File: src/rtl/key_scan.sv
// Key-matrix scanner: drives columns one-cold, samples rows through a 2-flop
// synchronizer, debounces over whole frames and reports one pulse per press.
module key_scan #(
   parameter int COLS           = 4,
   parameter int ROWS           = 4,
   parameter int COL_CYCLES     = 4,
   parameter int DEBOUNCE_SCANS = 4
) (
   input  logic            scan_clk,
   input  logic            reset,
   input  logic [ROWS-1:0] key_row_in,
   output logic [COLS-1:0] key_col_out,
   output logic            key_valid,
   output logic [3:0]      key_code,
   output logic            key_held
);

   localparam int NK  = COLS * ROWS;
   localparam int CLW = (COLS > 1) ? $clog2(COLS) : 1;
   localparam int PHW = $clog2(COL_CYCLES);
   localparam int CW  = $clog2(DEBOUNCE_SCANS + 1);

   typedef enum logic [1:0] {IDLE, DEBOUNCE, PRESSED} state_t;

   logic [ROWS-1:0] sync1_q, sync2_q;
   logic            run_q;
   logic [CLW-1:0]  col_q;
   logic [PHW-1:0]  phase_q;
   logic [NK-1:0]   snap_q;
   logic            frame_q;
   state_t          state_q;
   logic [3:0]      cand_q;
   logic [CW-1:0]   cnt_q, rel_q;
   logic            valid_q, held_q;
   logic [3:0]      code_q;

   logic            cls_none, cls_single;
   logic [3:0]      cls_idx;

   // run_q holds the scan at col 0/phase 0 for the first cycle out of reset so
   // every column, including the first, is driven for a full COL_CYCLES.
   assign key_col_out = run_q ? ~(COLS'(1) << col_q) : '1;
   assign key_valid   = valid_q;
   assign key_code    = code_q;
   assign key_held    = held_q;

   always_ff @(posedge scan_clk) begin
      if (!reset) begin
         sync1_q <= '1;
         sync2_q <= '1;
         run_q   <= 1'b0;
         col_q   <= '0;
         phase_q <= '0;
         snap_q  <= '0;
         frame_q <= 1'b0;
      end else begin
         sync1_q <= key_row_in;
         sync2_q <= sync1_q;
         run_q   <= 1'b1;
         frame_q <= 1'b0;
         if (run_q) begin
            if (phase_q == PHW'(COL_CYCLES - 1)) begin
               phase_q                   <= '0;
               snap_q[col_q*ROWS +: ROWS] <= ~sync2_q;
               if (col_q == CLW'(COLS - 1)) begin
                  col_q   <= '0;
                  frame_q <= 1'b1;
               end else begin
                  col_q <= col_q + 1'b1;
               end
            end else begin
               phase_q <= phase_q + 1'b1;
            end
         end
      end
   end

   // A frame is SINGLE when exactly one bit is set (power-of-two test).
   always_comb begin
      cls_none   = (snap_q == '0);
      cls_single = !cls_none && ((snap_q & (snap_q - 1'b1)) == '0);
      cls_idx    = '0;
      for (int i = 0; i < NK; i++)
         if (snap_q[i]) cls_idx = 4'(i);
   end

   always_ff @(posedge scan_clk) begin
      if (!reset) begin
         state_q <= IDLE;
         cand_q  <= '0;
         cnt_q   <= '0;
         rel_q   <= '0;
         valid_q <= 1'b0;
         held_q  <= 1'b0;
         code_q  <= '0;
      end else begin
         valid_q <= 1'b0;
         if (frame_q) begin
            case (state_q)
               IDLE: begin
                  if (cls_single) begin
                     cand_q <= cls_idx;
                     if (DEBOUNCE_SCANS == 1) begin
                        code_q  <= cls_idx;
                        valid_q <= 1'b1;
                        held_q  <= 1'b1;
                        rel_q   <= '0;
                        cnt_q   <= '0;
                        state_q <= PRESSED;
                     end else begin
                        cnt_q   <= CW'(1);
                        state_q <= DEBOUNCE;
                     end
                  end
               end
               DEBOUNCE: begin
                  if (cls_single && cls_idx == cand_q) begin
                     if (cnt_q >= CW'(DEBOUNCE_SCANS - 1)) begin
                        code_q  <= cand_q;
                        valid_q <= 1'b1;
                        held_q  <= 1'b1;
                        rel_q   <= '0;
                        cnt_q   <= '0;
                        state_q <= PRESSED;
                     end else begin
                        cnt_q <= cnt_q + 1'b1;
                     end
                  end else begin
                     cnt_q   <= '0;
                     state_q <= IDLE;
                  end
               end
               PRESSED: begin
                  if (cls_none) begin
                     if (rel_q >= CW'(DEBOUNCE_SCANS - 1)) begin
                        rel_q   <= '0;
                        held_q  <= 1'b0;
                        state_q <= IDLE;
                     end else begin
                        rel_q <= rel_q + 1'b1;
                     end
                  end else begin
                     rel_q <= '0;
                  end
               end
               default: state_q <= IDLE;
            endcase
         end
      end
   end

endmodule
File: config.mk
export PLATFORM = sky130hd
export DESIGN_NAME = key_scan
export DESIGN_NICKNAME = d
export VERILOG_FILES = /design/src/rtl/key_scan.sv
export SDC_FILE = /design/constraint.sdc
export NUM_CORES = 1
export LEC_CHECK = 0
export ABC_AREA = 1
export BUFFER_PORTS_ARGS = -buffer_cell sky130_fd_sc_hd__buf_2
export CORE_MARGIN = 8
export CORE_UTILIZATION = 40
export DETAILED_ROUTE_END_ITERATION = 16
export PLACE_DENSITY = 0.68
export SETUP_SLACK_MARGIN = 0.3
export SKIP_LAST_GASP = 1
export SYNTH_ARGS = -nofsm -noshare
export SYNTH_HDL_FRONTEND = slang
export SYNTH_SLANG_ARGS = --single-unit
export TNS_END_PERCENT = 20
File: constraint.sdc
create_clock -name scan_clk -period 2.32 [get_ports scan_clk]
set_clock_uncertainty 0.2 [all_clocks]
set_input_delay 0.232 -clock scan_clk [delete_from_list [all_inputs] [get_ports scan_clk]]
set_output_delay 0.232 -clock scan_clk [all_outputs]
set_load 0.005 [all_outputs]
; ---- Yosys cells after proc, flatten, opt, wreduce, memory -nomap -nowiden
; Cells that the tools add are included.
[word_totals]
out_inout_bits = 10
register_bits = 48
[op_classes]
bitwise = 3
eq_ne = 11
addsub = 6
order_cmp = 2
n_reduce_logical = 17
n_shift = 3
muxes = 42
[ops]
columns = cell, count
row1 = 2-to-1 mux 4 bit, 15
row2 = negator 4 -> 34 bit, 1
row3 = variable shift 4 x 34 -> 16 bit (first input constant), 1
row4 = indexed part select 4 x 34 -> 16 bit, 1
row5 = zero test 16 bit, 2
row6 = 2-to-1 mux 3 bit, 7
row7 = bitwise AND 16 bit, 1
row8 = bitwise mux 16 bit, 1
row9 = subtractor 16 x 1 -> 16 bit (second input constant), 1
row10 = 2-to-1 mux 2 bit, 7
row11 = one-hot mux 3 bit (2 select lines), 2
row12 = AND reduction 4 bit, 3
row13 = inequality test 2 bit (second input constant), 5
row14 = AND reduction 3 bit, 3
row15 = 2-to-1 mux 1 bit, 8
row16 = inverter 4 bit, 2
row17 = adder 3 x 1 -> 3 bit (second input constant), 2
row18 = equality test 2 bit (second input constant), 3
row19 = greater-or-equal comparator 3 x 2 -> 1 bit (second input constant), 2
row20 = one-hot mux 2 bit (3 select lines), 1
row21 = AND reduction 6 bit, 1
row22 = AND reduction 5 bit, 1
row23 = adder 2 x 1 -> 2 bit (second input constant), 2
row24 = equality test 4 bit, 1
row25 = other kinds (9), 11

; ---- Logic depth before layout (Yosys ltp)
[depth]
word_depth = 19
mapped_depth = 22
ltp_nobuf = 22

; ---- Worst setup path after synthesis
; OpenSTA, ideal clock, no wires.
[synth_timing]
path_kind = flip-flop to flip-flop
startpoint = reg snap_q[4]
endpoint = reg rel_q[1]
setup_time_ns = 0.115
required_ns = 2.005
path_stages_with_launch = 13
slack_ns = 0.299
arrival_time_ns = 1.706
path_cell_list = dfxtp_1 > nor2_4 > nand2_4 > nor2_4 > nand4_1 > o21ai_1 > nand4_1 > nor2_1 > nand2_1 > o21ai_4 > nand2_2 > o21ai_1 > nor2_1
[synth_between]
elab_chain_cells = 16
[synth_lines]
columns = element, line
row1 = "start, declared", 29  ; logic [NK-1:0] snap_q;
row2 = "start signal, assigned by index", 64  ; snap_q[col_q*ROWS +: ROWS] <= ~sync2_q;
row3 = 2-to-1 mux 4 bit (12 in series), 84  ; if (snap_q[i]) cls_idx = 4'(i);
row4 = equality test 4 bit, 117  ; if (cls_single && cls_idx == cand_q) begin
row5 = logical AND 1 bit, 117
row6 = inequality test 2 bit (no line), -
row7 = AND reduction 4 bit (no line), -
row8 = "end signal, assigned", 140  ; rel_q <= rel_q + 1'b1;
row9 = "end, declared", 33  ; logic [CW-1:0] cnt_q, rel_q;
; Several ways; a longest one is shown, not always the timed one.
; A chain may end at the register's enable or synchronous reset.

; ---- Final worst setup path
[layout_timing]
startpoint = reg snap_q[5]
endpoint = reg rel_q[2]
[layout_between]
elab_chain_cells = 15
[layout_lines]
columns = element, line
row1 = 2-to-1 mux 4 bit (11 in series), 84
row2 = equality test 4 bit, 117
row3 = logical AND 1 bit, 117
row4 = inequality test 2 bit (no line), -
row5 = AND reduction 4 bit (no line), -
; Several ways; a longest one is shown, not always the timed one.

==> results.md <==
Power and ir drop:
- IR analysis of the VDD net gives a maximum drop of 0.000324 V.
- In this run the static leakage power is ~1.2 nW.
- The completed layout was analyzed and its total power is between 1 and 1.5 mW.
- The power density normalized to cell area is 506 nW/µm².

Synthesis:
- Of all flip-flops after synthesis, the portion carrying an async set or reset was 0.
- The adder-cell area share of the yosys netlist is 0.0566.
- The count of flip-flops with a built-in enable after synthesis is 0.
- Synthesis inferred 48 register bits.
- After synthesis, the share of cell area in mux cells is 0.
- Counting every net in the synthesized netlist gives 363.
- The main combinational cell family by area after synthesis is simple AND/OR/NAND/NOR gates.
- The parity-gate share of the synthesized area counting xor and xnor cells is 0.00360.
- Of the total synthesized cell area, the portion taken by AND, OR, NAND and NOR gates is 0.302.
- The compound-cell area share of the yosys netlist was 0.164.
- The distinct cell type count after synthesis is 28.
- The share of the Yosys chip area taken by registers is 0.395.
- The Yosys step of the flow raised 0 warnings.
- In this run the cell area of the synthesized design comes to approximately 2400 µm².
- The count of mapped cells out of synthesis is between 300 and 400.
- The synthesized area per cell is around 7.0 µm².
- Among all flip-flop cells after synthesis, the most frequent one is sky130_fd_sc_hd__dfxtp_1.

Floorplanning:
- The die covers just under 9000 µm².
- The initial utilization of the core area, before any placement, comes to 0.413.
- The width of the die is about 94 µm.
- 16 I/O pins were placed.
- The die is 94.0 µm tall.
- After floorplanning, the core was sized to cover 5890 µm².
- The count of standard-cell rows is 28.

GRT:
- The first-pass GRT wire length is 9.25 mm.
- The pin count of the biggest net entering global routing is 30.
- The number of global-route vias before repair is 2105.
- Across every metal layer, demand over resource in global routing totals 0.130.
- The number of antenna violations at the first check in global routing came to 0.
- The aggregate global routing overflow is 0.

Run:
- The number of max-cap violations is 0.

Drt:
- The number of design-rule violations left by the first detailed-router iteration is between 100 and 150.
- The via count normalized by instance count is between 4 and 5.
- The count of antenna-violating nets left after detailed routing is 0.
- The final layout contains routed wiring with a total length of roughly 5.4 mm.
- After detailed routing, the average wire length per cell comes to approximately 12 µm.
- After detailed routing, the number of remaining DRC violations is 0.
- The iteration count of the initial detailed-routing pass is 4.
- For this block, the via count after detailed routing is 2259.

Finish:
- The final standard cell area without fillers is 2920 µm².
- The proportion of layout cells with a drive suffix above 1 is 0.215.
- The number of antenna repair diodes is 0.
- The final layout contains between 300 and 400 nets.
- The sequential cells in the finished layout cover a total of 980 µm².
- The number of cells in the finished layout apart from fillers is between 400 and 500.
- Summing all multi-input logic gate instances after layout gives approximately 1400 µm².
- From synthesis to final layout, the design area changed by 20.1%.
- Fill cells in the final layout number approximately 580.
- The library cell used most frequently in the layout, excluding fill and tap cells, is sky130_fd_sc_hd__nand2_1.
- Leaving out fill and tap cells, the most frequent cells in the layout are sky130_fd_sc_hd__nand2_1 (72), sky130_fd_sc_hd__inv_1 (43), sky130_fd_sc_hd__dfxtp_1 (39).
- Measured on the finished design, the core utilization comes to 0.496.

Clock tree:
- The H-tree was split into 2 levels.
- TritonCTS built the clock tree.
- Clock tree synthesis selected as its root buffer the cell sky130_fd_sc_hd__clkbuf_8.
- For the worst-skew pair, the clock arrives at the later sink with an insertion delay of a little over 0.3 ns.
- The longest clock path from root to sink contains 2 buffers.
- The number of sinks on the clock net is 48.
- Clock-pin slew was measured on the worst setup and hold paths at around 0.090 ns.
- The number of clock buffers added by TritonCTS is 5.

STA:
- The final critical-path required period is between 2 and 2.5 ns.
- Derived from the worst setup path, the maximum achievable clock frequency is roughly 440 MHz.
- At the pin with the least slew margin, the transition time is 0.883 ns.
- The worst path meets setup with 0.0696 ns of slack.
- The max-slew violation count was 0.
- In this run the tightest slew margin relative to its limit is 0.411.
- In the final timing run, aggregate negative setup slack is 0 ns.
- The number of endpoints with negative hold slack in the final report is 0.
- Hold is met by between 0.09 and 0.1 ns.
- The final period utilization is 0.970.
- The setup violation total in the final timing report is 0.
- Setup repair after global routing could not meet its margin everywhere.

Placed design:
- The final HPWL from detailed placement is 3.90 mm.
- The global placer's final weighted congestion is slightly above 0.8.
- The cell area after placement is about 2600 µm².
- The count of input and output buffers is 15.
- Before CTS, the worst setup slack after placement is -0.0187 ns.
- In this run, placement finished with an instance count of 437.

Critical path:
- The setup path with the least slack is of type reg2reg.
- In this run the worst path has a maximum fanout of 5.
- The critical path launch point type is a flop.
- The arrival time reported for the critical path endpoint is roughly 2.3 ns.
- Data on the critical path is required at its endpoint by between 2 and 2.5 ns.
- STA classifies the critical path endpoint as a flop.

Outcome:
- The flow ran to the end, and the final reports show no timing, DRC or antenna violations.

Hold path:
- In this run the worst hold path is classified as in2reg.
==> sequential cells by signal (all words and copies together) (netlist names) <==
register and cells:
snap_q 16, cand_q 4, key_code 4, sync1_q 4
sync2_q 4, cnt_q 3, rel_q 3, col_q 2
phase_q 2, state_q 2, frame_q 1, key_held 1
key_valid 1, run_q 1
==> power breakdown <==
group | total [mW] | switching [mW] | internal (mW)
logic | 0.106 | 0.0638 | 0.0426
clock network | 0.529 | 0.288 | 0.241
registers | 0.842 | 0.00936 | 0.833
total | 1.48 | 0.361 | 1.12
==> area by class of cell <==
class,instances,area share
sequential,48,0.335
clock inverter,2,0.00514
timing repair buffer,32,0.0754
clock buffer,6,0.0283
multi-input combinational,247,0.464
inverter,46,0.0591
tap,75,0.0321
==> final timing paths <==
kind	startpoint	endpoint	slack, ns	depth (start not counted)
worst min-delay path	reset	run_q$_DFF_P_	0.1	2
worst max-delay path	snap_q[5]$_SDFFE_PN0P_	rel_q[2]$_SDFFE_PN0P_	0.07	15
worst min register to register	sync1_q[2]$_SDFF_PN1_	sync2_q[2]$_SDFF_PN1_	0.22	1
worst max register to register	snap_q[5]$_SDFFE_PN0P_	rel_q[2]$_SDFFE_PN0P_	0.07	15
==> critical path: stages (launching register included) <==
cell                      delay, ns
sky130_fd_sc_hd__dfxtp_4       0.36
sky130_fd_sc_hd__nor2_4        0.14
sky130_fd_sc_hd__nand2_4       0.09
sky130_fd_sc_hd__nor2_4        0.13
sky130_fd_sc_hd__nand2_1       0.06
sky130_fd_sc_hd__nand2_1       0.05
sky130_fd_sc_hd__o21ai_1       0.05
sky130_fd_sc_hd__nor2_1        0.10
sky130_fd_sc_hd__nand4_1       0.15
sky130_fd_sc_hd__nor2_1        0.15
sky130_fd_sc_hd__nand2_2       0.09
sky130_fd_sc_hd__o21ai_4       0.19
sky130_fd_sc_hd__buf_6         0.14
sky130_fd_sc_hd__nand2_4       0.05
sky130_fd_sc_hd__o21ai_2       0.14
sky130_fd_sc_hd__nor2_1        0.04
==> cells by family after synthesis <==
kind of cell,Yosys count
and+or+nand+nor,162
AOI/OAI and AO/OA,73
buffers and inverters,51
DFF,48
adders and majority gates,11
xor gates and xnor gates,1
==> what timing repair did <==
item	4_1_cts	5_1_grt
pin swaps	7	10
hold buffers	4	0
gates resized for setup	20	15
cloned	0	0
setup buffers	6	1
hold endpoints to repair	4	0
endpoints found under the setup margin	18	20
==> Yosys cell counts, drive strengths merged (5+ instances only) <==
| master | n | area, µm² |
|---|---|---|
| nor2 | 44 | 200 |
| o21ai | 25 | 136 |
| ha | 11 | 138 |
| nand3 | 12 | 60.1 |
| a211oi | 6 | 45.0 |
| dfxtp | 48 | 961 |
| nand2 | 81 | 324 |
| a21oi | 40 | 204 |
| clkbuf | 5 | 18.8 |
| inv | 45 | 169 |
| nand4 | 5 | 31.3 |
| or2 | 8 | 50.1 |
| nor3 | 10 | 55.1 |
==> layer usage <==
layer / vias to the layer above / wire (µm) / global-route usage
met5: - / 0 / 0
met3: 7 / 180 / 0.0304
li1: 1188 / - / -
met2: 38 / 2510 / 0.215
met4: 0 / 94 / 0.0476
met1: 1026 / 2600 / 0.160
Note: power is estimated with default switching activity, not from simulation.
